File: src/rtl/bvnb_op_scheduler_pkg.sv
// Shared types for the BVNB operation scheduler.
// State encoding, default widths and the id width helper.
package bvnb_op_scheduler_pkg;

  typedef enum logic [1:0] {
    IDLE,
    ISSUE,
    WAIT,
    RESP
  } state_t;

  localparam int NREQ_D  = 2;
  localparam int W_IN_D  = 4;
  localparam int W_OUT_D = 8;
  localparam int LAT_D   = 2;

  function automatic int id_w(input int n);
    return (n > 1) ? $clog2(n) : 1;
  endfunction

endpackage

File: src/rtl/bvnb_op_scheduler_if.sv
// Request, response and datapath bundle of the scheduler.
// master = requesters/consumer/datapath side, slave = scheduler.
interface bvnb_op_scheduler_if
  import bvnb_op_scheduler_pkg::*;
#(
  parameter int NREQ  = NREQ_D,
  parameter int W_IN  = W_IN_D,
  parameter int W_OUT = W_OUT_D
) ();

  localparam int IDW = id_w(NREQ);

  logic [NREQ-1:0]      req_valid;
  logic [NREQ-1:0]      req_ready;
  logic [NREQ*W_IN-1:0] req_a;
  logic [NREQ*W_IN-1:0] req_b;
  logic                 rsp_valid;
  logic                 rsp_ready;
  logic [W_OUT-1:0]     rsp_data;
  logic [IDW-1:0]       rsp_id;
  logic [W_IN-1:0]      dp_a;
  logic [W_IN-1:0]      dp_b;
  logic                 dp_go;
  logic [W_OUT-1:0]     dp_y;
  logic                 busy;

  modport master (
    output req_valid,
    output req_a,
    output req_b,
    output rsp_ready,
    output dp_y,
    input  req_ready,
    input  rsp_valid,
    input  rsp_data,
    input  rsp_id,
    input  dp_a,
    input  dp_b,
    input  dp_go,
    input  busy
  );

  modport slave (
    input  req_valid,
    input  req_a,
    input  req_b,
    input  rsp_ready,
    input  dp_y,
    output req_ready,
    output rsp_valid,
    output rsp_data,
    output rsp_id,
    output dp_a,
    output dp_b,
    output dp_go,
    output busy
  );

endinterface

File: src/rtl/bvnb_op_scheduler_rr_arbiter.sv
// Round-robin arbiter: first valid request at or after ptr.
// Purely combinational; the owner advances ptr.
module rr_arbiter
  import bvnb_op_scheduler_pkg::*;
#(
  parameter int NREQ = NREQ_D,
  localparam int IDW = id_w(NREQ)
) (
  input  logic [NREQ-1:0] req,
  input  logic [IDW-1:0]  ptr,
  output logic [NREQ-1:0] gnt,
  output logic [IDW-1:0]  gnt_idx
);

  logic           hit;
  logic [IDW-1:0] k;

  always_comb begin
    gnt     = '0;
    gnt_idx = '0;
    hit     = 1'b0;
    k       = '0;
    for (int i = 0; i < NREQ; i++) begin
      k = IDW'((int'(ptr) + i) % NREQ);
      if (!hit && req[k]) begin
        hit     = 1'b1;
        gnt[k]  = 1'b1;
        gnt_idx = k;
      end
    end
  end

endmodule

File: src/rtl/bvnb_op_scheduler.sv
// Shares one BVNB datapath among NREQ requesters.
// Round-robin grant, go pulse, fixed-latency capture, tagged response.
module bvnb_op_scheduler
  import bvnb_op_scheduler_pkg::*;
#(
  parameter int NREQ  = NREQ_D,
  parameter int W_IN  = W_IN_D,
  parameter int W_OUT = W_OUT_D,
  parameter int LAT   = LAT_D
) (
  input logic clk,
  input logic rst_n,
  bvnb_op_scheduler_if.slave bus
);

  localparam int IDW = id_w(NREQ);
  localparam int CW  = (LAT > 1) ? $clog2(LAT) : 1;

  state_t state_q;
  state_t state_d;

  logic [IDW-1:0]   rr_q;
  logic [IDW-1:0]   id_q;
  logic [CW-1:0]    cnt_q;
  logic [W_IN-1:0]  a_q;
  logic [W_IN-1:0]  b_q;
  logic             go_q;
  logic             rv_q;
  logic [W_OUT-1:0] rd_q;
  logic [IDW-1:0]   rid_q;

  logic [NREQ-1:0]  gnt;
  logic [IDW-1:0]   gnt_idx;
  logic             any_req;
  logic             accept;
  logic             issue;
  logic             capture;
  logic             hs;

  assign any_req = |bus.req_valid;

  rr_arbiter #(
    .NREQ(NREQ)
  ) u_arb (
    .req     (bus.req_valid),
    .ptr     (rr_q),
    .gnt     (gnt),
    .gnt_idx (gnt_idx)
  );

  always_ff @(posedge clk) begin
    if (!rst_n) state_q <= IDLE;
    else        state_q <= state_d;
  end

  always_comb begin
    state_d = state_q;
    unique case (state_q)
      IDLE:    if (any_req) state_d = ISSUE;
      ISSUE:   state_d = WAIT;
      WAIT:    if (cnt_q == '0) state_d = RESP;
      RESP:    if (bus.rsp_ready) state_d = IDLE;
      default: state_d = IDLE;
    endcase
  end

  always_comb begin
    accept  = 1'b0;
    issue   = 1'b0;
    capture = 1'b0;
    hs      = 1'b0;
    unique case (1'b1)
      (state_q == IDLE):  accept  = any_req;
      (state_q == ISSUE): issue   = 1'b1;
      (state_q == WAIT):  capture = (cnt_q == '0);
      (state_q == RESP):  hs      = bus.rsp_ready;
      default: ;
    endcase
  end

  // Operand, counter and response registers
  always_ff @(posedge clk) begin
    if (!rst_n) begin
      rr_q  <= '0;
      id_q  <= '0;
      cnt_q <= '0;
      a_q   <= '0;
      b_q   <= '0;
      go_q  <= 1'b0;
      rv_q  <= 1'b0;
      rd_q  <= '0;
      rid_q <= '0;
    end else begin
      go_q <= accept;
      if (accept) begin
        a_q  <= bus.req_a[gnt_idx*W_IN +: W_IN];
        b_q  <= bus.req_b[gnt_idx*W_IN +: W_IN];
        id_q <= gnt_idx;
        rr_q <= (gnt_idx == IDW'(NREQ - 1)) ?
                '0 : gnt_idx + 1'b1;
      end
      if (issue) begin
        cnt_q <= CW'(LAT - 1);
      end else if (state_q == WAIT && cnt_q != '0) begin
        cnt_q <= cnt_q - 1'b1;
      end
      if (capture) begin
        rd_q  <= bus.dp_y;
        rid_q <= id_q;
        rv_q  <= 1'b1;
      end else if (hs) begin
        rv_q <= 1'b0;
      end
    end
  end

  // Grant is only offered while idle and out of reset
  assign bus.req_ready = (state_q == IDLE && rst_n) ? gnt : '0;
  assign bus.dp_a      = a_q;
  assign bus.dp_b      = b_q;
  assign bus.dp_go     = go_q;
  assign bus.rsp_valid = rv_q;
  assign bus.rsp_data  = rd_q;
  assign bus.rsp_id    = rid_q;
  assign bus.busy      = (state_q != IDLE);

endmodule

File: src/flat_wrapper.sv
// flat-port wrapper written by rule: the top's interface ports become plain ports
module bvnb_op_scheduler_flat import bvnb_op_scheduler_pkg::*;
#(
  parameter int NREQ  = NREQ_D,
  parameter int W_IN  = W_IN_D,
  parameter int W_OUT = W_OUT_D,
  parameter int LAT   = LAT_D
)
  (clk, rst_n, bus_req_valid, bus_req_a, bus_req_b, bus_rsp_ready, bus_dp_y, bus_req_ready, bus_rsp_valid, bus_rsp_data, bus_rsp_id, bus_dp_a, bus_dp_b, bus_dp_go, bus_busy);
  bvnb_op_scheduler_if #(.NREQ(NREQ), .W_IN(W_IN), .W_OUT(W_OUT)) bus_i ();
  input logic clk;
  input logic rst_n;
  input wire logic [$bits(bus_i.req_valid)-1:0] bus_req_valid;
  input wire logic [$bits(bus_i.req_a)-1:0] bus_req_a;
  input wire logic [$bits(bus_i.req_b)-1:0] bus_req_b;
  input wire logic [$bits(bus_i.rsp_ready)-1:0] bus_rsp_ready;
  input wire logic [$bits(bus_i.dp_y)-1:0] bus_dp_y;
  output wire logic [$bits(bus_i.req_ready)-1:0] bus_req_ready;
  output wire logic [$bits(bus_i.rsp_valid)-1:0] bus_rsp_valid;
  output wire logic [$bits(bus_i.rsp_data)-1:0] bus_rsp_data;
  output wire logic [$bits(bus_i.rsp_id)-1:0] bus_rsp_id;
  output wire logic [$bits(bus_i.dp_a)-1:0] bus_dp_a;
  output wire logic [$bits(bus_i.dp_b)-1:0] bus_dp_b;
  output wire logic [$bits(bus_i.dp_go)-1:0] bus_dp_go;
  output wire logic [$bits(bus_i.busy)-1:0] bus_busy;
  assign bus_i.req_valid = bus_req_valid;
  assign bus_i.req_a = bus_req_a;
  assign bus_i.req_b = bus_req_b;
  assign bus_i.rsp_ready = bus_rsp_ready;
  assign bus_i.dp_y = bus_dp_y;
  assign bus_req_ready = bus_i.req_ready;
  assign bus_rsp_valid = bus_i.rsp_valid;
  assign bus_rsp_data = bus_i.rsp_data;
  assign bus_rsp_id = bus_i.rsp_id;
  assign bus_dp_a = bus_i.dp_a;
  assign bus_dp_b = bus_i.dp_b;
  assign bus_dp_go = bus_i.dp_go;
  assign bus_busy = bus_i.busy;
  bvnb_op_scheduler #(.NREQ(NREQ), .W_IN(W_IN), .W_OUT(W_OUT), .LAT(LAT)) u_core (.clk(clk), .rst_n(rst_n), .bus(bus_i));
endmodule
File: config.mk
export PLATFORM = sky130hd
export DESIGN_NAME = bvnb_op_scheduler_flat
export DESIGN_NICKNAME = d
export VERILOG_FILES = /design/src/rtl/bvnb_op_scheduler_pkg.sv /design/src/rtl/bvnb_op_scheduler_if.sv /design/src/rtl/bvnb_op_scheduler_rr_arbiter.sv /design/src/rtl/bvnb_op_scheduler.sv /design/src/flat_wrapper.sv
export SDC_FILE = /design/constraint.sdc
export NUM_CORES = 1
export LEC_CHECK = 0
export CELL_PAD_IN_SITES_DETAIL_PLACEMENT = 0
export CELL_PAD_IN_SITES_GLOBAL_PLACEMENT = 1
export CORE_ASPECT_RATIO = 1.5
export CORE_MARGIN = 4
export CORE_UTILIZATION = 24
export DETAILED_ROUTE_END_ITERATION = 16
export PLACE_DENSITY = 0.75
export SLEW_MARGIN = 10
export SYNTH_ARGS = -nofsm -noshare
export SYNTH_HDL_FRONTEND = slang
export SYNTH_SLANG_ARGS = --single-unit
File: constraint.sdc
create_clock -name clk -period 1.6 [get_ports clk]
set_clock_uncertainty 0.1 [all_clocks]
set_input_delay 0.32 -clock clk [delete_from_list [all_inputs] [get_ports clk]]
set_output_delay 0.32 -clock clk [all_outputs]
set_load 0.01 [all_outputs]
==> summary by stage <==
CTS
The number of hold buffers added after cts is 0. TritonCTS created 3 clock buffers. The master cell of the clock root buffer is sky130_fd_sc_hd__clkbuf_8. The H-tree depth is 1.

TritonCTS built the clock tree. The clock-pin slew on the worst setup and hold paths is ~0.08 ns. The worst-case clock buffer depth is 2.

The clock latency reported for the late side of the worst-skew pair is 0.27 ns. The clock net in this run drives a total of 24 sinks.

Die
From bottom edge to top edge, the die measures 86.3 um. The number of top-level pins is 51. The die covers 5200 um2. The starting density of the core is 24.8%.

The die boundary width is 60.2 um. The number of cell rows is 28. In this run the standard cell core region covers 3960 um2.

Worst setup path
The cell family contributing the most delay on the critical path is flip-flops. The setup check on the worst reg-to-reg path leaves a slack of roughly 0.090 ns. The sort of element at the end of the critical path is an output pin. The number of gates on the worst path with buffers counted is 5. The critical register-to-register path endpoint is u_core.bus.dp_a[3]. The timing startpoint of the critical path is u_core.state_q[1]. The number of buffers and inverters on the critical path is 2. Along the worst path, the maximum fanout reaches 4. The depth of the most critical reg-to-reg path is 5. The slowest stage of the critical path belongs to the cell sky130_fd_sc_hd__dfxtp_2. The capture point of the critical path is bus_req_ready[1]. On the worst path, the slowest cell contributes a delay of 0.33 ns. The data arrival time of the critical path is 1.30 ns.

The critical path goes through inv_2 > ha_4 > nand2_2 > nor3_4 > buf_2. The class of the most critical setup path is reg -> out. The startpoint of the worst-slack reg-to-reg timing path is u_core.state_q[1].

The worst setup path is launched from a flop. Data on the critical path is required at its endpoint by 1.18 ns.

Final layout
Excluding fillers, the count of instances in the completed layout stands at between 200 and 250. From synthesis to final layout, the design area changed by 81.5%. The sequential cells in the finished layout cover a total of 483 um2.

The number of inserted diodes is 0. The fraction of layout instances using a drive strength above 1 is between 20% and 30%. In the layout the commonest cells are 30 x sky130_fd_sc_hd__clkdlybuf4s50_1, 23 x sky130_fd_sc_hd__nand2_1, 22 x sky130_fd_sc_hd__dfxtp_1. Counting the fill cells in the layout gives 401. Summing all multi-input logic gate instances after layout gives 503 um2. For this run, the post-layout net count is about 210.

The commonest non-fill, non-tap cell in the layout is sky130_fd_sc_hd__clkdlybuf4s50_1.

Placed design
The number of buffers added on ports is 50. The routability-driven placement congestion ratio is 0.698. At the placement stage, the worst setup path has a slack of -0.592 ns.

The number of placed instances, taps included, is 214. The post-detailed-placement half-perimeter wirelength is 2.39 mm.

STA
The smallest setup slack after layout is -0.117 ns. The final number of max-transition violations is 0. Setup repair after global routing could not meet its margin everywhere.

The final hold slack is 0.357 ns. For the final routed database, the setup TNS stands at -0.197 ns. At the pin with the least slew margin, the transition time is about 0.58 ns. Setup violations remaining at the end of the flow were counted as 2. Of the available clock period, the critical path in the final layout requires 107%. The final critical delay including setup and external delays is 1.72 ns. The hold violation count in the final report is 0. The worst slew slack as a fraction of its limit is 61.1%. The highest attainable clock frequency is between 500 and 600 MHz.

Yosys
When the netlist entered floorplanning its net count stood at 141. After Yosys synthesis, XOR and XNOR cells account for 0% of the synthesized area. The number of enable flip-flop cells after synthesis is 0. The dominant synthesized flop cell is sky130_fd_sc_hd__dfxtp_1. The number of unique standard cell types used by synthesis is 21. The synthesized instance count is 108. The mux share of post-synthesis cell area is 2.04%. The mapped netlist covers 981 um2. The synthesized netlist devotes 19.3% of its cell area to compound gates. The dominant combinational cell family by area after synthesis is simple AND/OR/NAND/NOR gates. After synthesis, the share of flip-flops with an asynchronous set or reset is 0%. The share of the yosys chip area belonging to registers is 49.0%. The post-synthesis adder-cell area fraction is 5.10%. The area share of and/or/nand/nor cells after synthesis is 20.8%. A synthesized cell averages 9.08 um2. The number of warning messages in the yosys log is 0. The register bit count reported by yosys is 24.

Min path
The classification of the worst-slack hold path is reg -> reg.

Drt
The overall routed net length is 3.03 mm. The number of detailed-routing iterations run before antenna repair is 4. The amount of wire on met2 after detailed routing is 1.66 mm.

The number of vias after detailed routing is between 1000 and 1500. The highest metal layer carrying signal wires in the routed design is met4. After detailed routing, the number of remaining DRC violations is 0.

In the routed layout, each cell is associated on average with a via count of 4.61. The number of antenna-violating nets in the routed design is 0. The routed design uses about 220 um of met3 wire. After detailed routing, the wire length on met1 is about 1.1 mm. The first routing iteration left 35 violations. The per-cell routed wire length is between 10 and 15 um.

Global route
The initial antenna violation count is 0. The first global-routing pass estimated 5.00 mm of wire. The remaining global-route overflow is 0. The all-layer global routing usage is 12.4%. The maximum number of pins on one net before global-route repair is 15.

The via count of the first global-routing pass is between 1000 and 1500.

Job
The reported max-cap violation count is 0.

Power
For this design the total switching power over the nets is ~0.00083 W. The static leakage power is 0.966 nW. Combinational cells account for between 40% and 50% of the total power. The switching portion of total power is between 30 and 40%. Power spread over the standard cell area amounts to between 1000 and 1500 nW/um2.

The internal power of the cells is 0.00172 W. Across the VDD grid, the largest voltage drop is 0.765 mV. The clock network is responsible for about a fifth of the overall power.

Of the total power, registers draw approximately a third.

Run status
The final reports fail on negative setup slack. The run finished, with violations left.
## through the flow
| step | instance area [um2] | util [%] | power [W] |
|---|---|---|---|
| 6_report | 1780 | 45.0 | 0.00255 |
| 5_1_grt | 1780 | 45.0 | 0.00275 |
| 4_1_cts | 1720 | 43.3 | 0.00254 |
| 3_5_place_dp | 1640 | 41.3 | 0.00197 |
| 3_3_place_gp | 1640 | 41.3 | 0.00193 |
| 2_1_floorplan | 981 | - | 0.00135 |
## what timing repair did
item | 4_1_cts | 5_1_grt
setup buffers | 1 | 1
pin swaps | 1 | 4
cloned | 0 | 0
setup endpoints to repair | 23 | 27
resized for setup | 23 | 19
## Yosys cell counts, types with 2 or more instances
cell type	number	area, um2
sky130_fd_sc_hd__dfxtp_1	24	480
sky130_fd_sc_hd__nor2_1	5	18.8
sky130_fd_sc_hd__nor2b_1	2	12.5
sky130_fd_sc_hd__clkbuf_1	3	11.3
sky130_fd_sc_hd__a221o_1	8	80.1
sky130_fd_sc_hd__and3_1	8	50.1
sky130_fd_sc_hd__mux2i_1	2	20.0
sky130_fd_sc_hd__nand2_1	25	93.8
sky130_fd_sc_hd__a21oi_1	12	60.1
sky130_fd_sc_hd__ha_1	4	50.1
sky130_fd_sc_hd__inv_1	5	18.8
## power by group through the flow
stage	logic (W)	clock network [W]	registers [W]
floorplan	0.000456	0	0.000894
global placement	0.00109	0	0.000834
detailed placement	0.00113	0	0.000844
CTS	0.00115	0.000550	0.000843
global route	0.00130	0.000579	0.000863
finish	0.00117	0.000535	0.000842
## state kept, by name, summed over array words and instances (netlist names)
signal / cells
u_core.bus.rsp_data: 8
u_core.bus.dp_go: 1
u_core.cnt_q: 1
u_core.bus.dp_b: 4
u_core.bus.rsp_id: 1
u_core.bus.rsp_valid: 1
u_core.state_q: 2
u_core.rr_q: 1
u_core.id_q: 1
u_core.bus.dp_a: 4
## layer usage
layer | up-vias | GRT usage [%]
met4 | 0 | 3.02
met5 | - | 0
met1 | 471 | 13.3
met2 | 34 | 24.0
li1 | 505 | -
met3 | 4 | 1.79
## layout make-up
cell class              instances  share of cell area, %
clock buffers                   3                   2.32
multi-input cells              74                   28.3
clock inverters                 1                   1.69
inverters                       6                   1.26
flip-flops and latches         24                   27.1
repair buffers                 67                   36.2
well taps                      45                   3.16
## worst min-delay path by stage
stage                           startpoint  cells past startpoint                      to
floorplan                      u_core.id_q                      2       u_core.bus.rsp_id
global placement    u_core.bus.rsp_data[1]                      2  u_core.bus.rsp_data[1]
detailed placement  u_core.bus.rsp_data[0]                      2  u_core.bus.rsp_data[0]
CTS                 u_core.bus.rsp_data[0]                      2  u_core.bus.rsp_data[0]
global route        u_core.bus.rsp_data[0]                      2  u_core.bus.rsp_data[0]
finish              u_core.bus.rsp_data[0]                      2  u_core.bus.rsp_data[0]
## worst reg2reg max path: stages, from the launching register on
cell	delay, ns
sky130_fd_sc_hd__dfxtp_2	0.33
sky130_fd_sc_hd__inv_2	0.07
sky130_fd_sc_hd__ha_4	0.16
sky130_fd_sc_hd__o21ai_1	0.22
sky130_fd_sc_hd__and3_1	0.27
sky130_fd_sc_hd__a221o_1	0.26
## cells by family (layout without fill, tap and decap cells)
family | Yosys count | count (layout)
buffers and inverters | 10 | 77
AOI/OAI and AO/OA | 25 | 25
and+or+nand+nor | 43 | 43
adders and majority gates | 4 | 4
muxes | 2 | 2
DFF | 24 | 24
Power figures use the tool's default switching activity.
